$ cat src/rtl/gnn_pkg.sv
// Shared definitions for the GNN batch sequencer slice.
// Holds the data widths, bus packing helpers, timing limits and the
// sequencer state encoding.
package gnn_pkg;

    localparam int FEAT_W     = 5;
    localparam int OUT_W      = 21;
    localparam int N_NODE     = 4;
    localparam int N_FEAT     = 4;
    localparam int N_OUT      = 2;
    localparam int N_RES      = N_NODE * N_OUT;
    localparam int N_W        = 24;
    localparam int FEAT_BUS_W = N_NODE * N_FEAT * FEAT_W;
    localparam int W_BUS_W    = N_W * FEAT_W;
    localparam int RES_BUS_W  = N_RES * OUT_W;
    localparam int TIMEOUT    = 31;
    localparam int GAP_CYC    = 2;
    localparam int CNT_W      = 5;

    typedef enum logic [1:0] {
        IDLE = 2'd0,
        RUN  = 2'd1,
        OUT  = 2'd2,
        GAP  = 2'd3
    } seq_state_t;

    // Bit offset of feature f of node n inside the packed feature bus.
    function automatic int feat_idx(input int n, input int f);
        return (n * N_FEAT + f) * FEAT_W;
    endfunction

    // Result slot index of output o of node n (slot k lives at k*OUT_W).
    function automatic int res_idx(input int n, input int o);
        return n * N_OUT + o;
    endfunction

endpackage

$ cat src/rtl/gnn_ready_collector.sv
// Collects the engine's per-result ready flags for one batch.
// Ports:
//   clk, rst   clock, async active-high reset
//   clr        clears mask and captured data (start of a batch)
//   en         collection enabled (sequencer is running the engine)
//   rdy        per-result ready flags from the engine
//   res        packed engine results
//   data       captured results, slot k held from its first ready cycle
//   full       every flag seen, including the flags present this cycle
module gnn_ready_collector
    import gnn_pkg::*;
(
    input  logic                 clk,
    input  logic                 rst,
    input  logic                 clr,
    input  logic                 en,
    input  logic [N_RES-1:0]     rdy,
    input  logic [RES_BUS_W-1:0] res,
    output logic [RES_BUS_W-1:0] data,
    output logic                 full
);

    logic [N_RES-1:0] mask;

    assign full = &(mask | rdy);

    always_ff @(posedge clk or posedge rst) begin
        if (rst) begin
            mask <= '0;
            data <= '0;
        end else if (clr) begin
            mask <= '0;
            data <= '0;
        end else if (en) begin
            mask <= mask | rdy;
            // Only the first ready cycle of a slot is captured; later
            // cycles (or repeated pulses) must not disturb the result.
            for (int n = 0; n < N_NODE; n++) begin
                for (int o = 0; o < N_OUT; o++) begin
                    if (rdy[res_idx(n, o)] && !mask[res_idx(n, o)]) begin
                        data[res_idx(n, o) * OUT_W +: OUT_W] <= res[res_idx(n, o) * OUT_W +: OUT_W];
                    end
                end
            end
        end
    end

endmodule

$ cat src/rtl/gnn_batch_sequencer.sv
// Sequences the 4-node GNN engine over a stream of graph batches.
// Ports:
//   clk, rst                    clock, async active-high reset
//   s_valid/s_ready/s_feat      batch feature input handshake
//   w_load/w_data               weight bank load
//   eng_x/eng_w/eng_in_ready    registered engine drive
//   eng_rdy/eng_res             engine ready flags and results
//   m_valid/m_ready             result handshake
//   m_data/m_err/m_lat          captured results, timeout flag, RUN cycles used
//
// state | meaning
// IDLE  | waiting for a batch; weights may be loaded directly
// RUN   | engine started, collecting ready flags, counting cycles
// OUT   | result word presented until accepted
// GAP   | engine held off until the gap elapsed and all flags dropped
module gnn_batch_sequencer
    import gnn_pkg::*;
(
    input  logic                  clk,
    input  logic                  rst,
    input  logic                  s_valid,
    output logic                  s_ready,
    input  logic [FEAT_BUS_W-1:0] s_feat,
    input  logic                  w_load,
    input  logic [W_BUS_W-1:0]    w_data,
    output logic [FEAT_BUS_W-1:0] eng_x,
    output logic [W_BUS_W-1:0]    eng_w,
    output logic                  eng_in_ready,
    input  logic [N_RES-1:0]      eng_rdy,
    input  logic [RES_BUS_W-1:0]  eng_res,
    output logic                  m_valid,
    input  logic                  m_ready,
    output logic [RES_BUS_W-1:0]  m_data,
    output logic                  m_err,
    output logic [CNT_W-1:0]      m_lat
);

    localparam logic [CNT_W-1:0] TIMEOUT_C = CNT_W'(TIMEOUT);
    localparam logic [1:0]       GAP_LAST  = 2'(GAP_CYC - 1);

    seq_state_t         state;
    logic [CNT_W-1:0]   run_cnt;
    logic [CNT_W-1:0]   cnt_next;
    logic [1:0]         gap_cnt;
    logic               w_pend;
    logic [W_BUS_W-1:0] w_shadow;
    logic               accept;
    logic               col_full;

    assign s_ready  = (state == IDLE) && !w_pend;
    assign accept   = s_valid && s_ready;
    // Count of RUN cycles including the current one, saturating.
    assign cnt_next = (run_cnt == TIMEOUT_C) ? run_cnt : run_cnt + CNT_W'(1);

    gnn_ready_collector u_collector (
        .clk  (clk),
        .rst  (rst),
        .clr  (accept),
        .en   (state == RUN),
        .rdy  (eng_rdy),
        .res  (eng_res),
        .data (m_data),
        .full (col_full)
    );

    always_ff @(posedge clk or posedge rst) begin
        if (rst) begin
            state        <= IDLE;
            eng_x        <= '0;
            eng_w        <= '0;
            eng_in_ready <= 1'b0;
            m_valid      <= 1'b0;
            m_err        <= 1'b0;
            m_lat        <= '0;
            run_cnt      <= '0;
            gap_cnt      <= '0;
            w_pend       <= 1'b0;
            w_shadow     <= '0;
        end else begin
            // Weights change only between batches; anything arriving while
            // a batch is in flight is parked until the GAP exit.
            if (w_load) begin
                if (state == IDLE && !w_pend) begin
                    eng_w <= w_data;
                end else begin
                    w_shadow <= w_data;
                    w_pend   <= 1'b1;
                end
            end

            case (state)
                IDLE: begin
                    if (accept) begin
                        eng_x        <= s_feat;
                        run_cnt      <= '0;
                        eng_in_ready <= 1'b1;
                        state        <= RUN;
                    end
                end
                RUN: begin
                    run_cnt <= cnt_next;
                    if (col_full) begin
                        state        <= OUT;
                        eng_in_ready <= 1'b0;
                        m_valid      <= 1'b1;
                        m_err        <= 1'b0;
                        m_lat        <= cnt_next;
                    end else if (cnt_next == TIMEOUT_C) begin
                        state        <= OUT;
                        eng_in_ready <= 1'b0;
                        m_valid      <= 1'b1;
                        m_err        <= 1'b1;
                        m_lat        <= cnt_next;
                    end
                end
                OUT: begin
                    if (m_ready) begin
                        m_valid <= 1'b0;
                        gap_cnt <= '0;
                        state   <= GAP;
                    end
                end
                GAP: begin
                    if (gap_cnt >= GAP_LAST && eng_rdy == '0) begin
                        state <= IDLE;
                        // A load on the exit edge is newer than the shadow.
                        if (w_load) begin
                            eng_w <= w_data;
                        end else if (w_pend) begin
                            eng_w <= w_shadow;
                        end
                        w_pend <= 1'b0;
                    end else if (gap_cnt != GAP_LAST) begin
                        gap_cnt <= gap_cnt + 2'd1;
                    end
                end
                default: state <= IDLE;
            endcase
        end
    end

endmodule
$ cat config.mk
export PLATFORM = sky130hd
export DESIGN_NAME = gnn_batch_sequencer
export DESIGN_NICKNAME = d
export VERILOG_FILES = /design/src/rtl/gnn_pkg.sv /design/src/rtl/gnn_ready_collector.sv /design/src/rtl/gnn_batch_sequencer.sv
export SDC_FILE = /design/constraint.sdc
export NUM_CORES = 1
export LEC_CHECK = 0
export BUFFER_PORTS_ARGS = -buffer_cell sky130_fd_sc_hd__buf_2
export CORE_AREA = 2 2 295 297
export CTS_BUF_LIST = sky130_fd_sc_hd__clkbuf_8
export CTS_CLUSTER_DIAMETER = 60
export DETAILED_ROUTE_END_ITERATION = 10
export DIE_AREA = 0 0 297 299
export PLACE_DENSITY = 0.51
export SYNTH_ARGS = -nofsm -noshare
export SYNTH_HDL_FRONTEND = slang
export SYNTH_SLANG_ARGS = --single-unit
$ cat constraint.sdc
create_clock -name clk -period 19 [get_ports clk]
set_clock_uncertainty 0.2 [all_clocks]
set_input_delay 0.95 -clock clk [delete_from_list [all_inputs] [get_ports clk]]
set_output_delay 0.95 -clock clk [all_outputs]
set_load 0.005 [all_outputs]
==> metrics.csv, run 1 <==
metric;value;unit
run status;complete, no violations;
setup TNS;0;ps
Via Count;18800;
WS Path Type;flop to flop;
initial antenna violation count;20;
fin. max-slew vios;0;
Tot Pwr;3.38;mW
count leader, synth;dfrtp_1;
Syn Inst Count;2053;
LEAKAGE;15.4;nW
max layer used;met5;
Synth area leaders;dfrtp_1 (58%), a22o_1 (6.7%), mux2_2 (6.3%);
met2 WL post-DR;37900;um
syn nets;2442;
critical path peak fanout;46;
DIE AREA;0.0888;mm^2
H-tree depth;3;
Hold Path Class;input port to asynchronous set/reset pin;
met3 wire len;5350;um
Final Cycle Share;21.6;%
Power Dens Cells;116;mW/mm^2
Syn Area/Cell;10.8;um^2
Min Clock Period, post-route;4110;ps
Ports;758;
commonest register cell after synthesis;dfrtp_1;
nets;3178;
Overflow after GRT;0;
Resize count post-CTS;0;
met1 wire length;36000;um
EDFF count, synth;0;
fraction of layout cells with a size suffix above 1;37.9;%
placed inst area;0.0271;mm^2
CTS tree;done;
Post-CTS Setup Repair Bufs;0;
row cnt;108;
area grow syn2layout;31.1;%
GR Util All Layers;17.7;%
final setup vio count;0;
Synth Cell Area;0.0222;mm^2
CTS root buf;clkbuf_8;
Hold Buf Count CTS;0;
CP Launch Type;flop;
synth unique cells;45;
Starting Density;25.8;%
Routed Antenna Nets;0;
Worst Tran Pin Value;1220;ps
DR pass1 iterations;5;
cell area after layout;0.0291;mm^2
post-route DRC violation count;0;
Rel. slew slack;18.4;%
first-pass GRT wire length;121000;um
sequential-to-total area share from yosys stat;58.0;%
Synth top area share;58.0;%
dpl hpwl;55900;um
drt via density;4.66;
Peak VDD IR;0.0000715;V
CTS sink count;514;
Die Wd;297;um
Worst Path Arrival;4470;ps
final hold vios;0;
synth cell count leaders;dfrtp_1 (514), nand2_1 (251), a21oi_1 (246);
fmax;243;MHz
Synth area leader;dfrtp_1;
Max Root-Sink Buffers;3;
Total Wirelength;80900;um
vias in the first global route;18600;
PortBufs;757;
critical path required time;19350;ps
Ys Warns;0;
CTS Buf Count;97;
Hold Slack;202;ps
flop2flop setup slack;14890;ps
Clk Latency, worst-skew pair;700;ps
Yosys reg bits;514;
DRT iter0 DRCs;1192;
Post-synth ARST share;100;%
RSZ-0062 raised after global routing;false;
Placer Congestion;0.865;
core box area;0.0859;mm^2
Die H;299;um
CTS clk-pin slew, worst paths;60;ps
Max-Cap Viols;0;
crit path capture type;flop;
wire per inst;20.1;um
largest net degree at the start of global routing;154;
critical path, cell delays in order, from the launching register on:
cell and delay, ps:
dfrtp_1 380, inv_1 100, ha_1 310, nand3b_1 120, buf_4 640, buf_4 800
buf_4 630, mux2i_1 310, nor2_1 60, a21oi_1 150, o21ai_1 80
routing by layer:
layer	up-vias	GRT usage, %
met3	117	4.52
met2	696	27.6
li1	8701	-
met5	-	0
met1	9275	24.2
met4	6	5.44
per-stage QoR:
stage	std cells	utilization, %	setup WS, ps
after global routing	4031	33.8	14590
after floorplan	2053	-	3490
after detailed placement	3845	31.5	14420
final	4033	33.8	14890
after CTS	4020	33.8	14840
after global placement	3845	31.5	14470
worst paths after layout:
check / endpoint / start / cells past startpoint
worst max-delay path: eng_w[107] / state[0] / 10
min in group clk: eng_x[46] / s_feat[46] / 3
worst min-delay path: eng_x[28] / rst / 2
max in group asynchronous: eng_w[115] / rst / 4
worst max register to register: eng_w[107] / state[0] / 10
worst min register to register: eng_x[27] / eng_x[27] / 2
registers in the layout, indices dropped and copies added, names as in the netlist, 2 cells and up:
register          cells
gap_cnt               2
state                 2
m_lat                 5
eng_x                80
run_cnt               5
eng_w               120
u_collector.mask      8
w_shadow            120
u_collector.data    168
report_power, final:
part / internal, mW / switching, mW / leakage [nW]
clock network: 0.593 / 0.508 / 1.12
logic: 0.394 / 0.375 / 7.72
registers: 1.35 / 0.162 / 6.59
logic make-up (layout without fill, tap and decap cells):
kind of cell               count (synthesis)  count (layout)  synth area share (%)
DFF                                      514             514                  58.0
and+or+nand+nor                          544             544                  9.84
xor gates and xnor gates                   3               3                 0.118
buffers and inverters                    171             983                  3.70
other                                      0              13                     0
muxes                                    247             247                  11.9
AOI/OAI and AO/OA                        566             566                  16.0
adders and majority gates                  8               8                 0.451
final cells by class:
cell class / instances / area [um^2]
Clock buffer: 115 / 1580
Antenna cell: 13 / 32.5
Sequential cell: 514 / 12900
Tap cell: 1155 / 1450
Fill cell: 8979 / 56900
Timing Repair Buffer: 791 / 4070
Clock inverter: 60 / 380
Multi-Input combinational cell: 1368 / 8610
Inverter: 17 / 71.3
cell usage in the layout, fill, tap and decap left out, types with 3 or more instances in the layout:
cell / count
a22o_1: 170
buf_2: 756
a31oi_2: 8
nand2_1: 251
nor3_1: 11
dfrtp_1: 513
a21oi_1: 246
mux2i_1: 122
o21ai_1: 100
diode_2: 13
o21ai_0: 16
nor2_1: 237
inv_1: 49
nor3b_2: 7
buf_4: 33
nand3_1: 18
mux2_2: 125
clkinvlp_4: 7
o211ai_1: 10
nand3b_1: 3
o22ai_1: 4
ha_1: 8
bufinv_16: 3
clkinv_2: 14
clkbuf_8: 115
(Power assumes the default switching activity.)
==> run 2, diff against run 1 <==
Settings changed: PLACE_DENSITY 0.51 to 0.52.
Clock period 19 ns to 3.7 ns, I/O delays scaled along.
==> metrics.csv, run 2 <==
metric;value;unit
synth cell count leaders;dfrtp_1 (514), nand2_1 (251), a21oi_1 (246);
Hold Buf Count CTS;807;
Synth area leaders;dfrtp_1 (58%), a22o_1 (6.7%), mux2_2 (6.3%);
PortBufs;757;
Synth Cell Area;0.0222;mm^2
count leader, synth;dfrtp_1;
H-tree depth;3;
dpl hpwl;53000;um
CTS sink count;514;
run status;did not finish;
EDFF count, synth;0;
Die H;299;um
Ys Warns;0;
CTS root buf;clkbuf_8;
Max Root-Sink Buffers;3;
Starting Density;25.8;%
synth unique cells;45;
first error;[ERROR RSZ-0060] Max buffer count reached.;
CTS Buf Count;95;
syn nets;2442;
Die Wd;297;um
Synth area leader;dfrtp_1;
stopping stage;clock tree synthesis (4_1_cts);
Post-CTS Setup Repair Bufs;0;
Placer Congestion;0.833;
Syn Inst Count;2053;
sequential-to-total area share from yosys stat;58.0;%
row cnt;108;
Resize count post-CTS;0;
DP Cell Count;3864;
Ports;758;
Yosys reg bits;514;
Post-synth ARST share;100;%
Synth top area share;58.0;%
commonest register cell after synthesis;dfrtp_1;
Syn Area/Cell;10.8;um^2
-- run 2: cell counts after synthesis --
No cell type changed its count.
-- run 2: kinds of logic after synthesis --
logic type               synth area share, %
AO/OA/AOI/OAI                           16.0
XOR/XNOR                               0.118
adder cells (fa/ha/maj)                0.451
buffers and inverters                   3.70
flip-flops                              58.0
multiplexers                            11.9
AND/OR/NAND/NOR                         9.84
-- run 2: through the flow --
stage	instance area [um^2]	utilization, %	setup WS [ps]
floorplan	22200	-	-3670
global placement	27300	31.8	1120
detailed placement	27300	31.8	1080
==> run 3, diff against run 2 <==
Settings changed: CTS_BUF_LIST sky130_fd_sc_hd__clkbuf_8 to default, CTS_CLUSTER_DIAMETER 60 to default, PLACE_DENSITY 0.52 to default, PLACE_DENSITY_LB_ADDON from default to 0.15.
Clock period 3.7 ns to 4.8 ns, I/O delays scaled along.
==> metrics.csv, run 3 (synthesized netlist as in run 1, its figures left out) <==
metric;value;unit
Tot Pwr;14.0;mW
Clk Latency, worst-skew pair;610;ps
Total Wirelength;87200;um
Die Wd;297;um
critical path required time;5150;ps
dpl ws;1710;ps
initial antenna violation count;7;
DIE AREA;0.0888;mm^2
DRT iter0 DRCs;1174;
Critical-path top delay cell;ha_1;
Placer Congestion;0.838;
Power Dens Cells;425;mW/mm^2
Via Count;20300;
dpl hpwl;59100;um
CP Launch Type;flop;
H-tree depth;2;
CTS clk-pin slew, worst paths;60;ps
run status;complete, no violations;
most frequent cells in the layout;buf_2 (756), dfrtp_1 (513), dlygate4sd3_1 (383);
final setup vio count;0;
Hold Slack;142;ps
DP Cell Count;3849;
Max-Cap Viols;0;
CP Cell Sequence;inv_1 -> ha_1 -> buf_4 -> nand2_1 -> nor3b_2 -> buf_4 -> a22o_1;
WS Path Type;flop to flop;
Routed Antenna Nets;0;
Starting Density;25.8;%
Max Root-Sink Buffers;3;
CTS tree;done;
row cnt;108;
Hold Buf Count CTS;383;
reg2reg end;u_collector.data[6];
area grow syn2layout;48.7;%
Min Clock Period, post-route;3020;ps
Final Cycle Share;63.0;%
fmax;331;MHz
CTS root buf;clkbuf_16;
Hold Path Class;input port to flop;
flop2flop setup slack;1780;ps
fraction of layout cells with a size suffix above 1;32.7;%
RSZ-0062 raised after global routing;false;
fin cells;4343;
PortBufs;757;
GR Util All Layers;19.0;%
final hold vios;0;
vias in the first global route;21500;
Ports;758;
fin. max-slew vios;0;
Rel. slew slack;17.0;%
post-route DRC violation count;0;
drt via density;4.66;
Peak VDD IR;0.000247;V
nets;3528;
Worst Hold End;state[0];
CTS sink count;514;
max FFs per register;168;
Overflow after GRT;0;
hold path depth;5;
Top cell by count, worst path;buf_4;
DR pass1 iterations;5;
hold wc startpoint;s_valid;
Worst path max stage delay;670;ps
crit path capture type;flop;
core box area;0.0859;mm^2
critical path peak fanout;21;
first-pass GRT wire length;133000;um
largest registers;u_collector.data (168), eng_w (120), w_shadow (120);
LEAKAGE;16.9;nW
wire per inst;20.1;um
RR Startpoint;state[1];
Worst R2R Path Depth;7;
Worst Tran Pin Value;1240;ps
largest net degree at the start of global routing;137;
worst setup margin;1780;ps
largest reg by FF count;u_collector.data;
Die H;299;um
CTS Buf Count;60;
crit path buf inv count;3;
commonest non-fill, non-tap cell in the layout;buf_2;
Post-CTS Setup Repair Bufs;0;
Top delay family on crit path;buffers and inverters;
Resize count post-CTS;0;
Worst Path Arrival;3380;ps
[run 3: stage by stage]
step / cell area [um^2] / TNS [ps] / util, %
final: 33000 / 0 / 38.4
after global routing: 33000 / 0 / 38.4
after CTS: 33000 / 0 / 38.4
after detailed placement: 27100 / 0 / 31.6
after global placement: 27100 / 0 / 31.6
after floorplan: 22200 / -1346830 / -
[run 3: final cells by class]
cell class / instances / area, um^2
Timing Repair Buffer: 1178 / 7990
Fill cell: 8552 / 53000
Sequential cell: 514 / 12900
Antenna cell: 4 / 10.0
Clock buffer: 91 / 1780
Inverter: 17 / 67.6
Tap cell: 1155 / 1450
Multi-Input combinational cell: 1368 / 8610
Clock inverter: 16 / 214
[run 3: per-layer routing]
metal  GRT usage (%)  share of wire, %  routed length [um]  vias to the layer above
met5           0.423              0.13                 111                        -
met4            6.75               3.5                3070                       10
met3            4.30               5.8                5090                      152
met2            31.6                48               41900                      620
met1            24.3                42               37000                    10100
li1                -                 -                   -                     9390
[run 3: worst register-to-register path, stage by stage (launching register included)]
cell	delay [ps]
dfrtp_1	410
inv_1	120
ha_1	670
buf_4	350
nand2_1	350
nor3b_2	360
buf_4	320
a22o_1	200
[run 3: worst max-delay path by stage]
stage / startpoint / to / slack [ps] / depth (start not counted)
after detailed placement: state[0] / eng_w[110] / 1710 / 8
after global placement: state[0] / eng_w[105] / 1770 / 8
after floorplan: rst / eng_in_ready / -2620 / 1
after CTS: state[0] / eng_w[90] / 1700 / 8
final: state[1] / u_collector.data[6] / 1780 / 7
after global routing: state[0] / eng_w[102] / 1520 / 8
[run 3: where the power goes]
part / internal [mW] / switching, mW / total (mW)
clock: 2.80 / 1.88 / 4.68
combinational: 1.77 / 1.59 / 3.36
sequential: 5.34 / 0.641 / 5.98
total: 9.91 / 4.11 / 14.0
==> run 4, diff against run 3 <==
Settings changed: ABC_AREA from default to 1, CORE_AREA 2 2 295 297 to 2 2 298 300, DIE_AREA 0 0 297 299 to 0 0 300 302.
Clock period 4.8 ns to 3.05 ns, I/O delays scaled along.
==> metrics.csv, run 4 <==
metric;value;unit
WS Path Type;flop to flop;
crit path capture type;flop;
post-route DRC violation count;0;
Synth area leaders;dfrtp_1 (54%), o21ai_0 (11%), nand2_1 (9.8%);
DR pass1 iterations;5;
Int Power;17.3;mW
first-pass GRT wire length;143000;um
Die Wd;300;um
CTS sink count;514;
Total Wirelength;91500;um
DRT iter0 DRCs;1343;
Worst Path Arrival;3140;ps
Synth area leader;dfrtp_1;
synth unique cells;27;
initial antenna violation count;10;
Clk Latency, worst-skew pair;600;ps
Die H;302;um
switch share;33.0;%
CTS root buf;clkbuf_16;
Syn Inst Count;2931;
RSZ-0062 raised after global routing;false;
Syn Area/Cell;8.15;um^2
CP Cell Sequence;inv_1 -> ha_1 -> inv_2 -> nor2_4 -> nand2_4 -> buf_16 -> nand3_1 -> o21ai_0 -> dlygate4sd3_1;
count leader, synth;nand2_1;
CTS Buf Count;66;
Final Cycle Share;93.4;%
Max Root-Sink Buffers;3;
flop2flop setup slack;200;ps
Overflow after GRT;0;
largest reg by FF count;u_collector.data;
CP Launch Type;flop;
Psw;8.54;mW
Worst Tran Pin Value;1010;ps
DIE AREA;0.0906;mm^2
max layer used;met5;
sequential-to-total area share from yosys stat;53.8;%
commonest register cell after synthesis;dfrtp_1;
commonest non-fill, non-tap cell in the layout;buf_2;
Power Dens Cells;723;mW/mm^2
wire per inst;17.3;um
critical path required time;3340;ps
core box area;0.0876;mm^2
Min Clock Period, post-route;2850;ps
final hold vios;0;
Via Count;23500;
Hold Slack;39.9;ps
Rel. slew slack;32.7;%
Worst R2R Path Depth;9;
reg2reg end;u_collector.data[145];
hold path depth;4;
critical path peak fanout;96;
syn nets;3320;
EDFF count, synth;0;
drt via density;4.44;
met2 WL post-DR;43400;um
fmax;351;MHz
Peak VDD IR;0.000493;V
Clock Power Share;30.9;%
setup TNS;0;ps
most frequent cells in the layout;buf_2 (756), nand2_1 (620), o21ai_0 (530);
Post-synth ARST share;100;%
fin. max-slew vios;0;
H-tree depth;3;
Hold Path Class;input port to flop;
largest net degree at the start of global routing;173;
nets;4463;
RR Startpoint;state[0];
Worst path max stage delay;570;ps
Synth top area share;53.8;%
Ys Warns;0;
area grow syn2layout;49.9;%
LEAKAGE;17.8;nW
vias in the first global route;24100;
row cnt;109;
Starting Density;27.3;%
met1 wire length;39500;um
max FFs per register;168;
met3 wire len;5350;um
Synth Cell Area;0.0239;mm^2
largest registers;u_collector.data (168), eng_w (120), w_shadow (120);
GR Util All Layers;20.1;%
dpl hpwl;61900;um
Flop pwr share;40.2;%
combinational share of power;28.8;%
Worst Hold End;u_collector.mask[1];
DP Cell Count;4708;
cell area after layout;0.0358;mm^2
placed inst area;0.0289;mm^2
synth cell count leaders;nand2_1 (621), o21ai_0 (530), dfrtp_1 (514);
Placer Congestion;0.853;
PortBufs;757;
fraction of layout cells with a size suffix above 1;23.7;%
Max-Cap Viols;0;
run status;complete, no violations;
final setup vio count;0;
CTS tree;done;
Ports;758;
Tot Pwr;25.9;mW
fin cells;5296;
Routed Antenna Nets;0;
hold wc startpoint;s_valid;
Yosys reg bits;514;
Critical-path top delay cell;dlygate4sd3_1;
CTS clk-pin slew, worst paths;60;ps
==> run 4: cell types whose count changed after synthesis, moves of 29 or more <==
cell and change:
o21ai_0 +513, a21oi_2 +29, inv_1 +399, mux2i_1 -122, nor2_1 -152, clkbuf_1 +33
a21oi_1 -81, a22o_1 -170, nand3_1 +162, mux2_2 -125, nand2_1 +370
==> run 4: critical path, delay by kind of cell (launching register included) <==
| family | cells | cell delay, ps |
|---|---|---|
| and+or+nand+nor | 3 | 640 |
| AOI/OAI and AO/OA | 1 | 90 |
| buffers and inverters | 4 | 1110 |
| DFF | 1 | 410 |
| adders and majority gates | 1 | 200 |
==> run 4: cell families after synthesis <==
family | Yosys count | share of synthesized area, %
fa+ha+maj | 8 | 0.419
buf+inv | 622 | 10.6
flops | 514 | 53.8
compound gates | 889 | 20.0
simple gates | 898 | 15.2
==> run 4: through the flow <==
stage / setup slack [ps] / utilization, %
after global routing: 0.691 / 40.9
after global placement: 483 / 33.1
after CTS: 212 / 40.9
final: 201 / 40.9
after detailed placement: 423 / 33.1
after floorplan: -4280 / -
==> run 4: power groups by stage <==
stage	logic, mW	clock network [mW]	registers, mW
after floorplan	2.91	0	10.6
final	7.46	8.01	10.4
after detailed placement	6.93	0	10.4
after CTS	7.59	8.30	10.4
after global placement	6.92	0	10.5
after global routing	8.49	8.56	10.7
==> run 4: worst max path at each step <==
stage | startpoint | endpoint | slack, ps
2_1_floorplan | rst | eng_in_ready | -4280
3_3_place_gp | gap_cnt[0] | eng_w[52] | 480
3_5_place_dp | gap_cnt[0] | eng_w[45] | 420
4_1_cts | state[0] | u_collector.data[145] | 210
5_1_grt | state[0] | u_collector.data[145] | 0.7
6_report | state[0] | u_collector.data[145] | 200
==> run 4: cell type report <==
class,instances,area [um^2]
fill,8966,51700
inverter,420,1580
multi-input combinational,1795,8570
clock buffer,100,1990
tap,1165,1460
timing repair buffer,1277,9110
antenna,8,20.0
clock inverter,17,236
sequential,514,12900
==> run 4: repair_timing <==
item / in CTS / in global routing
buffers inserted: 0 / 0
hold buffers: 463 / 0
resized for setup: 0 / 1
endpoints found under the setup margin: 0 / 1
hold endpoints to repair: 886 / 0
==> run 4: metal layers <==
metal / vias to the layer above / GRT usage [%]
met5: - / 0
met4: 6 / 7.68
met3: 149 / 4.65
met2: 630 / 33.2
met1: 11000 / 25.5
li1: 11700 / -
